[config.mk]
export PLATFORM = sky130hd
export DESIGN_NAME = pipe_stage_buffer
export DESIGN_NICKNAME = d
export VERILOG_FILES = /design/src/rtl/pipe_pkg.sv /design/src/rtl/pipe_stage_buffer.sv
export SDC_FILE = /design/constraint.sdc
export NUM_CORES = 1
export LEC_CHECK = 0
export CAP_MARGIN = 20
export CORE_AREA = 2 2 112 157
export DETAILED_ROUTE_END_ITERATION = 12
export DIE_AREA = 0 0 114 159
export GPL_TIMING_DRIVEN = 1
export MAX_ROUTING_LAYER = met4
export SYNTH_ARGS = -nofsm -noshare
export SYNTH_HDL_FRONTEND = slang
export SYNTH_SLANG_ARGS = --single-unit
[constraint.sdc]
create_clock -name clk -period 1.58 [get_ports clk]
set_input_delay 0.474 -clock clk [delete_from_list [all_inputs] [get_ports clk]]
set_output_delay 0.474 -clock clk [all_outputs]
set_load 0.05 [all_outputs]
[src/rtl/pipe_pkg.sv]
// Shared definitions for pipeline stage buffers: state encoding and register index width.
package pipe_pkg;

  localparam logic [1:0] ST_EMPTY = 2'd0;
  localparam logic [1:0] ST_BUSY  = 2'd1;
  localparam logic [1:0] ST_FULL  = 2'd2;

  localparam int unsigned REG_IDX_W = 5;

  typedef enum logic [1:0] {
    S_EMPTY = ST_EMPTY,
    S_BUSY  = ST_BUSY,
    S_FULL  = ST_FULL
  } state_t;

endpackage

[src/rtl/pipe_stage_buffer.sv]
// Pipeline stage buffer carrying {ctrl, wreg, data} with valid/ready handshake,
// flush-to-bubble, and an optional skid slot giving a registered in_ready.
module pipe_stage_buffer
  import pipe_pkg::*;
#(
  parameter int unsigned DATA_W = 64,
  parameter int unsigned CTRL_W = 2,
  parameter int unsigned SKID   = 1
) (
  input  logic                 clk,
  input  logic                 reset,
  input  logic                 flush,
  input  logic                 in_valid,
  output logic                 in_ready,
  input  logic [CTRL_W-1:0]    in_ctrl,
  input  logic [DATA_W-1:0]    in_data,
  input  logic [REG_IDX_W-1:0] in_wreg,
  output logic                 out_valid,
  input  logic                 out_ready,
  output logic [CTRL_W-1:0]    out_ctrl,
  output logic [DATA_W-1:0]    out_data,
  output logic [REG_IDX_W-1:0] out_wreg,
  output logic [1:0]           occupancy
);

  state_t state_q, state_d;

  logic [CTRL_W-1:0]    main_ctrl_q, skid_ctrl_q;
  logic [REG_IDX_W-1:0] main_wreg_q, skid_wreg_q;
  logic [DATA_W-1:0]    main_data_q, skid_data_q;

  logic in_fire, out_fire;
  logic load_in, load_skid, pop_skid, clear_main;

  assign out_valid = (state_q != S_EMPTY);
  assign out_ctrl  = main_ctrl_q;
  assign out_wreg  = main_wreg_q;
  assign out_data  = main_data_q;
  assign occupancy = state_q;

  assign in_fire  = in_valid & in_ready;
  assign out_fire = out_valid & out_ready;

  // Next-state and slot-load decode; flush overrides every handshake event.
  always_comb begin
    state_d    = state_q;
    load_in    = 1'b0;
    load_skid  = 1'b0;
    pop_skid   = 1'b0;
    clear_main = 1'b0;
    if (flush) begin
      state_d    = S_EMPTY;
      clear_main = 1'b1;
    end else begin
      unique case (state_q)
        S_EMPTY: begin
          if (in_fire) begin
            state_d = S_BUSY;
            load_in = 1'b1;
          end
        end
        S_BUSY: begin
          if (in_fire && out_fire) begin
            load_in = 1'b1;
          end else if (in_fire) begin
            state_d   = S_FULL;
            load_skid = 1'b1;
          end else if (out_fire) begin
            state_d    = S_EMPTY;
            clear_main = 1'b1;
          end
        end
        S_FULL: begin
          if (out_fire) begin
            state_d  = S_BUSY;
            pop_skid = 1'b1;
          end
        end
        default: state_d = S_EMPTY;
      endcase
    end
  end

  // Slot storage; ctrl/wreg are zeroed on entering EMPTY so a drained stage shows a clean bubble.
  always_ff @(posedge clk) begin
    if (reset) begin
      state_q     <= S_EMPTY;
      main_ctrl_q <= '0;
      main_wreg_q <= '0;
      main_data_q <= '0;
      skid_ctrl_q <= '0;
      skid_wreg_q <= '0;
      skid_data_q <= '0;
    end else begin
      state_q <= state_d;
      if (load_in) begin
        main_ctrl_q <= in_ctrl;
        main_wreg_q <= in_wreg;
        main_data_q <= in_data;
      end else if (pop_skid) begin
        main_ctrl_q <= skid_ctrl_q;
        main_wreg_q <= skid_wreg_q;
        main_data_q <= skid_data_q;
      end else if (clear_main) begin
        main_ctrl_q <= '0;
        main_wreg_q <= '0;
      end
      if (load_skid) begin
        skid_ctrl_q <= in_ctrl;
        skid_wreg_q <= in_wreg;
        skid_data_q <= in_data;
      end
    end
  end

  generate
    if (SKID != 0) begin : g_skid
      logic in_ready_q;
      // Registered ready: deasserted only while both slots are occupied.
      always_ff @(posedge clk) begin
        if (reset) in_ready_q <= 1'b1;
        else       in_ready_q <= (state_d != S_FULL);
      end
      assign in_ready = in_ready_q;
    end else begin : g_noskid
      assign in_ready = !out_valid || out_ready;
    end
  endgenerate

endmodule

## Yosys cells after proc, flatten, opt, wreduce, memory -nomap -nowiden

Cells that the tools add are included.

- Memories kept: 0
- Latch bits: 0
- Logic and storage cells: 47
- Memory bits (writable): 0
- Memory bits (read-only): 0
- Output and inout bits: 75
- Register bits: 145

- Mux-type cells: 29
- $lt $le $gt $ge: 0
- Eq/ne operators: 3
- Div/mod/pow operators: 0
- Multipliers: 0
- Bitwise gates (word level): 2
- Add/sub/neg operators: 0
- Shifts and indexed selects: 0
- Reductions and logical operators: 5

Operator list:

| cell | count |
|---|---|
| $mux W64 | 2 |
| $mux W2 | 9 |
| $mux W5 | 3 |
| $mux W1 | 13 |
| $pmux W2 S3 | 1 |
| $reduce_bool A2 Y1 | 2 |
| $reduce_bool A3 Y1 | 1 |
| $and A1 B1 Y1 | 2 |
| $eq A2 B1 Y1 const B | 1 |
| $eq A2 B2 Y1 const B | 1 |
| $logic_not A2 Y1 | 1 |
| $ne A2 B2 Y1 const B | 1 |
| $pmux W1 S2 | 1 |
| $logic_and A1 B1 Y1 | 1 |

## Logic depth before layout (Yosys ltp)

- Word-level depth: 10
- Gate-level depth with buffers: 6
- Gate-level depth less buffers: 4

## Least setup slack after synthesis

No wires, ideal clock.

- Kind: reg2reg
- From: reg state_q[1], in the netlist occupancy[1]
- To: reg main_ctrl_q[0], in the netlist out_ctrl[0]
- Data arrival time: 1727 ps
- Library setup time: 133 ps
- Cell stages (with the launch flop): 7
- Setup slack: -280 ps
- Cells stage by stage: dfxtp_1 and4bb_4 and2_4 buf_6 buf_8 a221oi_2 nor3_1

- Cells in the longest elaborated chain, start to end: 8
- Elaborated cells on any way between the ends: 19
- Those cells by class: eq/ne (2); mux (12); bitwise (1); reduce/logical (4)

Ends and longest elaborated chain:

| what | line | text |
|---|---|---|
| start, declared | pipe_stage_buffer.sv:26 | `state_t state_q, state_d;` |
| start signal, assigned | pipe_stage_buffer.sv:95 | `state_q <= state_d;` |
| $reduce_bool A2 Y1 | pipe_stage_buffer.sv:35 | `assign out_valid = (state_q != S_EMPTY);` |
| $and A1 B1 Y1 | pipe_stage_buffer.sv:42 | `assign out_fire = out_valid & out_ready;` |
| $mux W1 | pipe_stage_buffer.sv:68, pipe_stage_buffer.sv:74 |  |
| $mux W1 | pipe_stage_buffer.sv:65 | `end else if (in_fire) begin` |
| $mux W1 | pipe_stage_buffer.sv:63 | `if (in_fire && out_fire) begin` |
| $mux W1 | pipe_stage_buffer.sv:55 | `unique case (state_q)` |
| $mux W1 | pipe_stage_buffer.sv:51 | `if (flush) begin` |
| $reduce_bool A3 Y1 (no line) | - |  |
| end signal, assigned | pipe_stage_buffer.sv:97 | `main_ctrl_q <= in_ctrl;` |
| end signal, assigned | pipe_stage_buffer.sv:101 | `main_ctrl_q <= skid_ctrl_q;` |
| end, declared | pipe_stage_buffer.sv:28 | `logic [CTRL_W-1:0] main_ctrl_q, skid_ctrl_q;` |

Several ways; a longest one is shown, not always the timed one.
A chain may end at the register's enable or synchronous reset.

## Final worst setup path

- From: reg state_q[1], in the netlist occupancy[1]
- To: out out_valid

- Cells in the longest elaborated chain, start to end: 1

Ends and longest elaborated chain:

| what | line | text |
|---|---|---|
| $reduce_bool A2 Y1 | pipe_stage_buffer.sv:35 |  |
| end, declared | pipe_stage_buffer.sv:18 | `output logic out_valid,` |

No other way between the ends.

==> report_table.html <==
<table>
<tr><th>Metric</th><th>Value</th></tr>
<tr><th colspan="2">Run status</th></tr>
<tr><td>Result of the run</td><td>finished, violations left</td></tr>
<tr><td>Violated checks</td><td>setup timing</td></tr>
<tr><th colspan="2">Clocking</th></tr>
<tr><td>Clock insertion delay at the later pin of the skew report</td><td>430 ps</td></tr>
<tr><td>Number of buffers created by CTS</td><td>17</td></tr>
<tr><td>CTS clk-pin slew, worst paths</td><td>70 ps</td></tr>
<tr><td>Root cell of the clock tree</td><td>sky130_fd_sc_hd__clkbuf_16</td></tr>
<tr><td>Maximum count of clock buffers along a single path</td><td>2</td></tr>
<tr><td>Total number of clock tree sinks</td><td>145</td></tr>
<tr><td>Clock tree from TritonCTS</td><td>yes</td></tr>
<tr><td>Post-CTS Hold Fix Bufs</td><td>0</td></tr>
<tr><td>Maximum level of the CTS H-tree</td><td>4</td></tr>
<tr><th colspan="2">Yosys</th></tr>
<tr><td>Commonest cells in the netlist</td><td>sky130_fd_sc_hd__nand2_1, sky130_fd_sc_hd__dfxtp_1, sky130_fd_sc_hd__a21oi_1, sky130_fd_sc_hd__nor2_1, sky130_fd_sc_hd__a211oi_1</td></tr>
<tr><td>Warning count from the yosys run</td><td>0</td></tr>
<tr><td>Gate Count Post-Synth</td><td>718</td></tr>
<tr><td>Share of Yosys cell area claimed by the top area cell type</td><td>50.40%</td></tr>
<tr><td>Area of the mapped netlist</td><td>5759 µm²</td></tr>
<tr><td>Post-Synthesis Net Count</td><td>794</td></tr>
<tr><td>Primary flip-flop cell chosen by synthesis mapping</td><td>sky130_fd_sc_hd__dfxtp_1</td></tr>
<tr><td>Post-synthesis register bit count</td><td>145</td></tr>
<tr><td>Number of different library cells in the post-synthesis netlist</td><td>31</td></tr>
<tr><td>Yosys top cell by area</td><td>sky130_fd_sc_hd__dfxtp_1</td></tr>
<tr><td>Post-Syn Area per Cell</td><td>8.021 µm²</td></tr>
<tr><td>Most instantiated library cell after synthesis</td><td>sky130_fd_sc_hd__nand2_1</td></tr>
<tr><td>Synth area leaders</td><td>sky130_fd_sc_hd__dfxtp_1, sky130_fd_sc_hd__nand2_1, sky130_fd_sc_hd__a21oi_1</td></tr>
<tr><td>Fraction of registers with async set or reset after synthesis</td><td>0%</td></tr>
<tr><td>Number of flops mapped to enable cells by yosys</td><td>0</td></tr>
<tr><td>Sequential-to-total area share from yosys stat</td><td>50.40%</td></tr>
<tr><th colspan="2">Detailed routing</th></tr>
<tr><td>Number of nets with antenna violations after detailed routing</td><td>0</td></tr>
<tr><td>TritonRoute pass-1 iters</td><td>5</td></tr>
<tr><td>Via count normalized by instance count</td><td>5.064</td></tr>
<tr><td>Initial DRC Count</td><td>280</td></tr>
<tr><td>Post-detailed-route wirelength per cell</td><td>16.25 µm</td></tr>
<tr><td>Via Count</td><td>5,576</td></tr>
<tr><td>Detailed Route WL</td><td>17,890 µm</td></tr>
<tr><td>Final routed DRC violation total</td><td>0</td></tr>
<tr><th colspan="2">Layout</th></tr>
<tr><td>Proportion of layout cells with a drive suffix above 1</td><td>22.97%</td></tr>
<tr><td>Syn-to-layout area delta</td><td>66.87%</td></tr>
<tr><td>Fin util</td><td>57.63%</td></tr>
<tr><td>Fin nets</td><td>960</td></tr>
<tr><th colspan="2">STA</th></tr>
<tr><td>Hold WS</td><td>433.3 ps</td></tr>
<tr><td>Worst-margin pin slew</td><td>297.0 ps</td></tr>
<tr><td>Final worst setup slack</td><td>-60.41 ps</td></tr>
<tr><td>Unrepaired setup endpoints after global routing</td><td>true</td></tr>
<tr><td>Upper clock frequency limit</td><td>0.6096 GHz</td></tr>
<tr><td>Period utilization</td><td>103.8%</td></tr>
<tr><td>Total setup violations reported at the end of the flow</td><td>2</td></tr>
<tr><td>Final Critical Period</td><td>1640 ps</td></tr>
<tr><td>Clock skew</td><td>10.75 ps</td></tr>
<tr><td>Final Max Slew Viols</td><td>0</td></tr>
<tr><td>Setup TNS</td><td>-99.48 ps</td></tr>
<tr><td>Relative slew slack</td><td>80.20%</td></tr>
<tr><td>Final Hold Violating Endpoints</td><td>0</td></tr>
<tr><th colspan="2">Setup path</th></tr>
<tr><td>CP Capture Type</td><td>output pin</td></tr>
<tr><td>Data required time at the worst endpoint</td><td>1110 ps</td></tr>
<tr><td>Arrival @ worst endpoint</td><td>1170 ps</td></tr>
<tr><td>CP startpoint kind</td><td>flip-flop</td></tr>
<tr><td>Critical path peak fanout</td><td>4</td></tr>
<tr><td>Crit Path Category</td><td>flip-flop to output pin</td></tr>
<tr><th colspan="2">Die</th></tr>
<tr><td>Die extent in y</td><td>159 µm</td></tr>
<tr><td>Initial standard-cell utilization of the core</td><td>34.54%</td></tr>
<tr><td>Horizontal die dimension</td><td>114 µm</td></tr>
<tr><td>Area of the die</td><td>18,130 µm²</td></tr>
<tr><td>Number of standard-cell rows in the floorplan</td><td>56</td></tr>
<tr><td>I/O pin count</td><td>151</td></tr>
<tr><td>Core Area</td><td>16,680 µm²</td></tr>
<tr><th colspan="2">Global route</th></tr>
<tr><td>Antenna violations before repair</td><td>1</td></tr>
<tr><td>Global-route wire length before repair</td><td>28,080 µm</td></tr>
<tr><td>Largest net degree at the start of global routing</td><td>37</td></tr>
<tr><td>Vias in the first global route</td><td>5,442</td></tr>
<tr><td>Total gr overflow</td><td>0</td></tr>
<tr><td>Total routing usage reported by global routing</td><td>20.09%</td></tr>
<tr><th colspan="2">Power</th></tr>
<tr><td>Maximum resistive drop on vdd</td><td>0.5127 mV</td></tr>
<tr><td>Power per Cell Area</td><td>1054 nW/µm²</td></tr>
<tr><td>Pleak</td><td>0.003509 µW</td></tr>
<tr><td>Total power of the final layout</td><td>10,130 µW</td></tr>
<tr><th colspan="2">Run</th></tr>
<tr><td>Count of max-cap constraint violations</td><td>0</td></tr>
<tr><th colspan="2">Placed design</th></tr>
<tr><td>Placer congestion estimate</td><td>0.7361</td></tr>
<tr><td>Placement-stage worst setup slack</td><td>-567.9 ps</td></tr>
<tr><td>Final HPWL DP</td><td>10,850 µm</td></tr>
<tr><td>Number of buffers inserted by port buffering</td><td>150</td></tr>
<tr><th colspan="2">Worst hold path</th></tr>
<tr><td>Kind of path behind the tightest hold check</td><td>input port to flip-flop</td></tr>
</table>
-- layer usage --
layer / vias to the layer above / track usage (%) / part of all wire [%]
li1: 2764 / - / -
met1: 2653 / 23.37 / 41
met2: 143 / 33.50 / 53
met3: 16 / 4.949 / 4.7
met4: 0 / 7.095 / 1.7
met5: - / - / 0
-- stage by stage --
stage | cell area [µm²] | std cells
detailed placement | 8432 | 1047
finish | 9610 | 1101
global route | 9610 | 1101
CTS | 9281 | 1091
floorplan | 5768 | 718
global placement | 8432 | 1047
-- cells in the final DEF, fill, tap and decap left out, types with 2 or more instances in the layout --
cell,count
sky130_fd_sc_hd__buf_6,5
sky130_fd_sc_hd__clkbuf_16,23
sky130_fd_sc_hd__buf_4,17
sky130_fd_sc_hd__a21oi_2,7
sky130_fd_sc_hd__buf_8,4
sky130_fd_sc_hd__dfxtp_1,142
sky130_fd_sc_hd__buf_12,97
sky130_fd_sc_hd__buf_16,4
sky130_fd_sc_hd__inv_6,5
sky130_fd_sc_hd__dfxtp_2,2
sky130_fd_sc_hd__bufinv_16,4
sky130_fd_sc_hd__nand2_1,208
sky130_fd_sc_hd__dlygate4sd2_1,3
sky130_fd_sc_hd__a211oi_1,50
sky130_fd_sc_hd__nand3b_1,2
sky130_fd_sc_hd__a21oi_1,127
sky130_fd_sc_hd__clkinvlp_4,3
sky130_fd_sc_hd__clkdlybuf4s50_1,71
sky130_fd_sc_hd__a221oi_2,7
sky130_fd_sc_hd__nor2_1,72
sky130_fd_sc_hd__a211oi_2,13
sky130_fd_sc_hd__nor3_1,7
sky130_fd_sc_hd__nand2_2,2
-- power breakdown --
| group | switching, µW | internal [µW] | total (µW) |
|---|---|---|---|
| logic | 901 | 931 | 1830 |
| registers | 148 | 3800 | 3950 |
| clock network | 1640 | 2710 | 4350 |
| total | 2690 | 7440 | 10100 |
-- kinds of logic after synthesis --
kind of cell,Yosys count,synth area share [%]
DFF,145,50.40
and+or+nand+nor,302,20.75
muxes,1,0.1738
xor gates and xnor gates,1,0.1521
AOI/OAI and AO/OA,208,22.49
buffers and inverters,61,6.039
-- worst max-delay path, cell delays in order (launching register included) --
cell and delay [ps]:
sky130_fd_sc_hd__dfxtp_4 350, sky130_fd_sc_hd__or2_4 240, sky130_fd_sc_hd__buf_12 150
-- sequential cells by signal, summed over array words and instances (netlist names) --
name,cells
out_data,64
skid_wreg_q,5
out_ctrl,2
out_wreg,5
in_ready,1
skid_data_q,64
skid_ctrl_q,2
occupancy,2
-- layout make-up --
| cell class | count | area, µm² |
|---|---|---|
| clock buffers | 18 | 439.2 |
| fillers | 1426 | 7066 |
| repair buffers | 207 | 3183 |
| well taps | 203 | 254.0 |
| multi-input cells | 512 | 2619 |
| clock inverters | 14 | 200.2 |
| flip-flops and latches | 145 | 2909 |
| diodes | 1 | 2.502 |
| inverters | 1 | 3.754 |
-- final timing paths --
| path | start | to | slack (ps) | cells past startpoint |
|---|---|---|---|---|
| hold / removal | reset | skid_data_q[27]$_SDFFE_PP0P_ | 430 | 2 |
| setup / recovery | occupancy[1]$_SDFF_PP0_ | out_valid | -60 | 2 |
| setup reg to reg | occupancy[1]$_SDFF_PP0_ | out_data[28]$_SDFFE_PP0P_ | -40 | 7 |
| hold reg to reg | skid_data_q[14]$_SDFFE_PP0P_ | skid_data_q[14]$_SDFFE_PP0P_ | 450 | 2 |
-- repair_timing --
action	CTS	global route
setup endpoints to repair	66	70
resized for setup	14	36
pin swaps	7	41
buffers inserted	8	3
cloned	4	7
Note: power is estimated with default switching activity, not from simulation.
